===== src/rtl/branch_pkg.sv =====
// Shared definitions for the relative-branch sequencer: state encoding,
// flag-select codes, status bit positions and page-fix direction.
package branch_pkg;

   localparam logic [1:0] ST_IDLE   = 2'd0;
   localparam logic [1:0] ST_FETCH  = 2'd1;
   localparam logic [1:0] ST_ADD_LO = 2'd2;
   localparam logic [1:0] ST_FIX_HI = 2'd3;

   localparam logic [1:0] FLAG_N = 2'b00;
   localparam logic [1:0] FLAG_V = 2'b01;
   localparam logic [1:0] FLAG_C = 2'b10;
   localparam logic [1:0] FLAG_Z = 2'b11;

   localparam int STAT_N = 7;
   localparam int STAT_V = 6;
   localparam int STAT_Z = 1;
   localparam int STAT_C = 0;

   typedef enum logic [1:0] {
      PAGE_NONE = 2'd0,
      PAGE_INC  = 2'd1,
      PAGE_DEC  = 2'd2
   } page_dir_e;

endpackage


===== src/rtl/branch_cond.sv =====
// Combinational branch condition: selects one status flag, compares it with
// the required value, and lets the unconditional request force the result.
module branch_cond
   import branch_pkg::*;
(
   input  logic [2:0] branch_op,
   input  logic [7:0] status,
   input  logic       uncon,
   output logic       cond
);

   logic flag;
   logic unused_status;

   assign unused_status = ^status[5:2];

   // NOTE: every always_comb output gets a default first so no latch is inferred.
   always_comb begin
      flag = 1'b0;
      case (branch_op[2:1])
         FLAG_N:  flag = status[STAT_N];
         FLAG_V:  flag = status[STAT_V];
         FLAG_C:  flag = status[STAT_C];
         FLAG_Z:  flag = status[STAT_Z];
         default: flag = 1'b0;
      endcase
   end

   assign cond = (flag == branch_op[0]) | uncon;

endmodule


===== src/rtl/branch_seq.sv =====
// 6502-timed relative-branch sequencer (2/3/4 cycles). Define BRANCH_UNCON_EN
// to honour branch_uncon as an always-taken branch (65C02 BRA).
module branch_seq
   import branch_pkg::*;
#(
   parameter int OFS_W = 8
) (
   input  logic             clk,
   input  logic             rst,
   input  logic             start,
   input  logic [2:0]       branch_op,
   input  logic             branch_uncon,
   input  logic [7:0]       status,
   input  logic [OFS_W-1:0] offset,
   input  logic [OFS_W-1:0] pc_lo,
   output logic             busy,
   output logic             pc_increment,
   output logic             lower_byte,
   output logic [OFS_W-1:0] bra_lo,
   output logic             hi_inc,
   output logic             hi_dec,
   output logic             taken,
   output logic             done
);

   logic [1:0]       state;
   logic [1:0]       state_nxt;
   logic [2:0]       op_q;
   logic [OFS_W-1:0] ofs_q;
   page_dir_e        dir_q;
   page_dir_e        cross_dir;
   logic [OFS_W:0]   sum;
   logic             uncon_eff;
   logic             cond;

`ifdef BRANCH_UNCON_EN
   always_ff @(posedge clk or negedge rst) begin
      if (!rst)
         uncon_eff <= 1'b0;
      else if (state == ST_IDLE && start)
         uncon_eff <= branch_uncon;
   end
`else
   logic unused_uncon;
   assign unused_uncon = branch_uncon;
   assign uncon_eff    = 1'b0;
`endif

   branch_cond u_cond (
      .branch_op (op_q),
      .status    (status),
      .uncon     (uncon_eff),
      .cond      (cond)
   );

   assign sum = {1'b0, pc_lo} + {1'b0, ofs_q};

   // A forward offset that carries, or a backward offset that does not, leaves the page.
   always_comb begin
      cross_dir = PAGE_NONE;
      if (!ofs_q[OFS_W-1] && sum[OFS_W])
         cross_dir = PAGE_INC;
      else if (ofs_q[OFS_W-1] && !sum[OFS_W])
         cross_dir = PAGE_DEC;
   end

   always_comb begin
      state_nxt    = state;
      busy         = (state != ST_IDLE);
      pc_increment = 1'b0;
      lower_byte   = 1'b0;
      bra_lo       = '0;
      hi_inc       = 1'b0;
      hi_dec       = 1'b0;
      done         = 1'b0;
      case (state)
         ST_IDLE: begin
            if (start)
               state_nxt = ST_FETCH;
         end
         ST_FETCH: begin
            pc_increment = 1'b1;
            if (cond) begin
               state_nxt = ST_ADD_LO;
            end else begin
               done      = 1'b1;
               state_nxt = ST_IDLE;
            end
         end
         ST_ADD_LO: begin
            lower_byte = 1'b1;
            bra_lo     = sum[OFS_W-1:0];
            if (cross_dir == PAGE_NONE) begin
               done      = 1'b1;
               state_nxt = ST_IDLE;
            end else begin
               state_nxt = ST_FIX_HI;
            end
         end
         ST_FIX_HI: begin
            hi_inc    = (dir_q == PAGE_INC);
            hi_dec    = (dir_q == PAGE_DEC);
            done      = 1'b1;
            state_nxt = ST_IDLE;
         end
         default: state_nxt = ST_IDLE;
      endcase
   end

   // NOTE: sequential state uses non-blocking assignments so all registers update together.
   always_ff @(posedge clk or negedge rst) begin
      if (!rst) begin
         state <= ST_IDLE;
         op_q  <= '0;
         ofs_q <= '0;
         taken <= 1'b0;
         dir_q <= PAGE_NONE;
      end else begin
         state <= state_nxt;
         case (state)
            ST_IDLE: begin
               if (start) begin
                  op_q  <= branch_op;
                  taken <= 1'b0;
               end
            end
            ST_FETCH: begin
               ofs_q <= offset;
               taken <= cond;
            end
            ST_ADD_LO: dir_q <= cross_dir;
            default: ;
         endcase
      end
   end

endmodule


===== config.mk =====
export PLATFORM = sky130hd
export DESIGN_NAME = branch_seq
export DESIGN_NICKNAME = d
export VERILOG_FILES = /design/src/rtl/branch_pkg.sv /design/src/rtl/branch_cond.sv /design/src/rtl/branch_seq.sv
export SDC_FILE = /design/constraint.sdc
export NUM_CORES = 1
export LEC_CHECK = 0
export CAP_MARGIN = 20
export CORE_ASPECT_RATIO = 0.9
export CORE_MARGIN = 3
export CORE_UTILIZATION = 43
export CTS_BUF_LIST = sky130_fd_sc_hd__clkbuf_16
export CTS_CLUSTER_SIZE = 16
export DETAILED_ROUTE_END_ITERATION = 8
export GPL_ROUTABILITY_DRIVEN = 0
export PLACE_DENSITY = 0.78
export SLEW_MARGIN = 25
export SYNTH_ARGS = -nofsm -noshare
export SYNTH_HDL_FRONTEND = slang
export SYNTH_SLANG_ARGS = --single-unit

===== constraint.sdc =====
create_clock -name clk -period 3.6 [get_ports clk]
set_clock_uncertainty 0.15 [all_clocks]
set_input_delay 0.72 -clock clk [delete_from_list [all_inputs] [get_ports clk]]
set_output_delay 0.72 -clock clk [all_outputs]
set_load 0.02 [all_outputs]

Word level (Yosys, flattened, before mapping)
Index checks and enable logic that the tools add are counted.
Widths: inputs -> output; s select.

storage, ports and cells
  bits of input ports = 31
  latch bits = 0
  register bits = 16
  memories = 0
  bits in read-only memories = 0
  memory bits (writable) = 0

cells by class
  $lt $le $gt $ge = 0
  shift operators = 0
  multipliers = 0
  divide/modulo/power cells = 0
  bitwise operators = 0
  equality and inequality tests = 10
  muxes and demuxes = 17
  $add $sub $neg = 1
  reduce and logical (&&, ||, !) cells = 11

operators with widths
  cell                count
  $eq 2x2->1 const B  5
  $mux 2              5
  $add 8x8->9         1
  $mux 8              1
  $pmux 2 s4          1
  $mux 1              7
  $eq 2x1->1 const B  3
  $logic_not 2->1     3
  $pmux 1 s4          1
  $reduce_and 2->1    2
  $reduce_bool 2->1   2
  $pmux 1 s3          1
  $logic_and 1x1->1   2
  $logic_not 1->1     2
  $ne 2x2->1 const B  1
  $pmux 1 s2          1
  $eq 1x1->1          1

Longest topological paths before layout
  depth after elaboration = 8
  mapped depth = 10
  mapped depth without buffers = 10

Modules after synthesis
A second synthesis with hierarchy kept.

unflattened totals
  cell total of the unflattened synthesis = 119
  area, all modules = 1134.8 um^2

by module, submodules not included
  module       instances  area each (um^2)  cells an instance  sequential area each (um^2)
  branch_seq   1          1097.3            116                400.4
  branch_cond  1          37.5              3                  0.0

Worst setup path after synthesis
OpenSTA, ideal clock, no wires.

  path kind = input to output
  start point = input pc_lo[0]
  end point = output done
  required time = 2.730 ns
  path slack = 0.358 ns
  cell stages on the path = 10
  path buffers = 0
  arrival time = 2.372 ns
  cells stage by stage = ha_1 -> inv_1 -> fa_1 -> nor2b_1 -> o31a_1 -> nor2_1 -> o21ai_0 -> ha_1 -> a21oi_1 -> nor2_1

between the ends
  longest elaborated chain between the ends = 8

ends and longest elaborated chain
  element            RTL line          source
  from (decl)        branch_seq.sv:15  input logic [OFS_W-1:0] pc_lo,
  $add 8x8->9 *      branch_seq.sv:56  assign sum = {1'b0, pc_lo} + {1'b0, ofs_q};
  $logic_not 1->1    branch_seq.sv:63  else if (ofs_q[OFS_W-1] && !sum[OFS_W])
  $logic_and 1x1->1  branch_seq.sv:63
  $mux 2             branch_seq.sv:63
  $mux 2 *           branch_seq.sv:61  if (!ofs_q[OFS_W-1] && sum[OFS_W])
  $logic_not 2->1 *  branch_seq.sv:93  if (cross_dir == PAGE_NONE) begin
  $mux 1 *           branch_seq.sv:93
  $pmux 1 s3 *       branch_seq.sv:76  case (state)
  to (decl)          branch_seq.sv:23  output logic done

Every way passes the cells marked *; elsewhere a longest branch is shown, timed or not.

Worst setup path in the final report
  start point = input pc_lo[4]
  end point = output bra_lo[7]

between the ends
  longest elaborated chain between the ends = 2

ends and longest elaborated chain
  element      RTL line          source
  $add 8x8->9  branch_seq.sv:56
  $mux 8       branch_seq.sv:76
  to (decl)    branch_seq.sv:19  output logic [OFS_W-1:0] bra_lo,

Every way passes these cells.

==> run_results.csv <==
group,metric,value,unit
status,outcome,"finished clean",
yosys,instance_count_of_the_mapped_netlist,116,
clock_tree,clock_tree_from_tritoncts,"done",
timing,final.setup.tns,0,ns
drt,route.final.wire_length,3.06,mm
yosys,mapped_avg_cell_area,9.79,um^2
timing,worst_pin_slew,0.712,ns
placement,placed_cells_incl_taps,199,
drt,drt_pass1_iterations,4,
clock_tree,clkSlewWorstSetupHoldPaths,0.05,ns
placement,place.port_buffers,40,
final_layout,area_growth_syn_to_layout,57.7,%
grt,grt_util_all_layers,0.202,
timing,period_share,0.987,
yosys,synth_edf_count,0,
grt,antenna_found_initial,0,
yosys,synthFlopType,"sky130_fd_sc_hd__dfrtp_1",
grt,globalRoute.totalOverflow,0,
drt,antenna_violating_nets_remaining,0,
die,die_area,0.00330,mm^2
timing,max_clock_freq,0.281,GHz
yosys,postSynthRegisterBits,16,
worst_setup_path,ff2ff_setup_slack,1.19,ns
final_layout,drive_gt1_frac,0.287,
worst_setup_path,worstPathRequired,2.73,ns
yosys,synth_area,0.00114,mm^2
worst_setup_path,worst_setup_path_start_kind,"input pin",
timing,period_needed,3.55,ns
worst_setup_path,setup.worst_path.end_class,"output pin",
clock_tree,tritoncts.num_buffers,3,
die,dieWidth,60.2,um
timing,slew_headroom,0.524,
drt,num_vias,1106,
final_layout,layout.filler_cells,172,
pwr,p_int,0.910,mW
timing,rsz0062_at_grt,"no",
pwr,sequentialPowerShare,0.227,
final_layout,num_antenna_cells,0,
clock_tree,clkSinkCount,16,
timing,timing.hold.ws,0.356,ns
grt,global_route_wire_length_before_repair,4.84,mm
yosys,postSynthNetCount,158,
yosys,ys_warn_count,0,
die,row_count,17,
placement,post-dp-hpwl,2.35,mm
yosys,ys_seq_area_frac,0.352,
timing,final-hold-violation-count,0,
pwr,total_switching_power,0.586,mW
final_layout,finish.net_count,222,
timing,setup_viol_count_final,0,
drt,drc,0,
clock_tree,clk-insertion-delay-late,0.24,ns
die,floorplan.die.height,54.8,um
clock_tree,cts_hold_buffers,0,
yosys,fraction_of_synthesis_flops_using_an_asynchronous_set_or_reset_pin,1.00,
pwr,swShare,0.392,
final_layout,final_area,0.00179,mm^2
worst_setup_path,critical_path_class,"in2out",
die,initial_utilization,0.457,
clock_tree,ctsHtreeMaxLevel,1,
timing,slew_violations,0,
pwr,total_leakage_power,0.820,nW
clock_tree,cts_buffer_depth,2,
grt,number_of_global_route_vias_before_repair,1142,
hold_path,timing.hold.worst.class,"reg2reg",
pwr,p_comb_frac,0.633,
pwr,totalPowerFinal,1.50,mW
pwr,p_per_area,835,mW/mm^2
yosys,yosys.cell_types.count,36,
pwr,ir_drop_worst_vdd,0.812,mV
die,coreArea,0.00249,mm^2
flow_run,max-cap-violations,0,
worst_setup_path,worst-endpoint-arrival,2.68,ns
drt,routed_via_density,5.37,
clock_tree,clock-root-buffer,"sky130_fd_sc_hd__clkbuf_16",
die,io_pins,46,
placement,placement.cell_area,0.00168,mm^2
drt,wl_per_cell,14.8,um
placement,pre_cts_slack,-0.593,ns
pwr,share_clk_of_total_power,0.140,
worst_setup_path,timing.critical_path.fanout_max,4,
grt,grt_start_max_net_pins,17,
drt,drt-initial-drc-count,42,
final_layout,finalCoreUtilization,0.720,
timing,worst_slack,0.0469,ns
final_layout,final_cell_count_no_fill,206,
-- final timing paths --
kind                                            from                   end  cells after the start
worst max-delay path                        pc_lo[4]             bra_lo[7]                      8
worst min-delay path            dir_q[1]$_DFFE_PN0P_  dir_q[1]$_DFFE_PN0P_                      2
worst max register to register  ofs_q[0]$_DFFE_PN0P_  state[0]$_DFFE_PN0P_                     11
worst min register to register  dir_q[1]$_DFFE_PN0P_  dir_q[1]$_DFFE_PN0P_                      2
max in group asynchronous                        rst  ofs_q[5]$_DFFE_PN0P_                      1
min in group asynchronous                        rst     taken$_DFFE_PN0P_                      1
-- Yosys cell counts, drive strengths merged, types with 2 or more instances --
cell | n | area [um^2]
a211oi | 3 | 22.5
a21oi | 5 | 25.0
buf | 2 | 22.5
dfrtp | 16 | 400
ha | 10 | 125
inv | 7 | 26.3
mux2 | 10 | 113
nand2 | 11 | 41.3
nor2 | 8 | 30.0
nor2b | 3 | 18.8
nor3b | 3 | 22.5
o21a | 5 | 37.5
o21ai | 7 | 35.0
or2 | 3 | 18.8
or3 | 2 | 12.5
-- flip-flops by register name (all words and copies together) (netlist names) --
signal	flops
taken	1
state	2
dir_q	2
op_q	3
ofs_q	8
-- routing by layer --
layer,track usage,share of wire,wire length [um]
met5,0,0,0
met2,0.374,0.51,1560
met1,0.226,0.42,1270
met4,0.0959,0.021,65
met3,0.0330,0.053,162
-- placed cells by master, fill, tap and decap left out, types with 4 or more instances in the layout --
cell type                          n
sky130_fd_sc_hd__o21ai_0           6
sky130_fd_sc_hd__nand2_1          11
sky130_fd_sc_hd__clkdlybuf4s50_1  31
sky130_fd_sc_hd__nor2_1            7
sky130_fd_sc_hd__ha_1              9
sky130_fd_sc_hd__dfrtp_1          16
sky130_fd_sc_hd__dlygate4sd2_1     4
sky130_fd_sc_hd__buf_4            22
sky130_fd_sc_hd__o21a_1            5
sky130_fd_sc_hd__inv_1             6
sky130_fd_sc_hd__mux2_2           10
-- cells by family (layout without fill, tap and decap cells) --
family,after synthesis,after routing,share of synthesized area
AOI/OAI and AO/OA,29,29,0.170
xor gates and xnor gates,1,1,0.00771
adders and majority gates,11,11,0.128
buffers and inverters,10,72,0.0463
DFF,16,16,0.352
muxes,12,12,0.128
and+or+nand+nor,37,37,0.169
-- power by group through the flow --
stage | sequential, mW | clock, mW | combinational (mW)
after floorplan | 0.323 | 0 | 0.547
after global placement | 0.333 | 0 | 0.855
after detailed placement | 0.337 | 0 | 0.886
after CTS | 0.336 | 0.212 | 0.921
after global routing | 0.354 | 0.222 | 1.03
final | 0.340 | 0.209 | 0.947
-- final cells by class --
| type | count | area, um^2 | share of cell area |
|---|---|---|---|
| sequential | 16 | 400 | 0.223 |
| clock buffer | 3 | 75.1 | 0.0419 |
| timing repair buffer | 61 | 544 | 0.304 |
| tap | 28 | 35.0 | 0.0196 |
| inverter | 8 | 30.0 | 0.0168 |
| multi-input combinational | 90 | 707 | 0.395 |
-- timing repair --
action                     in CTS  in global routing
setup endpoints to repair       6                  4
pin swaps                       9                  6
setup buffers                   4                  0
gates resized for setup        27                  5
-- worst max-delay path, stage by stage --
cell	delay (ns)
sky130_fd_sc_hd__clkdlybuf4s50_1	0.42
sky130_fd_sc_hd__ha_1	0.32
sky130_fd_sc_hd__buf_4	0.15
sky130_fd_sc_hd__or3_1	0.36
sky130_fd_sc_hd__a21oi_1	0.22
sky130_fd_sc_hd__a2111oi_2	0.08
sky130_fd_sc_hd__o21bai_1	0.16
sky130_fd_sc_hd__clkdlybuf4s15_2	0.25
Note: power is estimated with default switching activity, not from simulation.
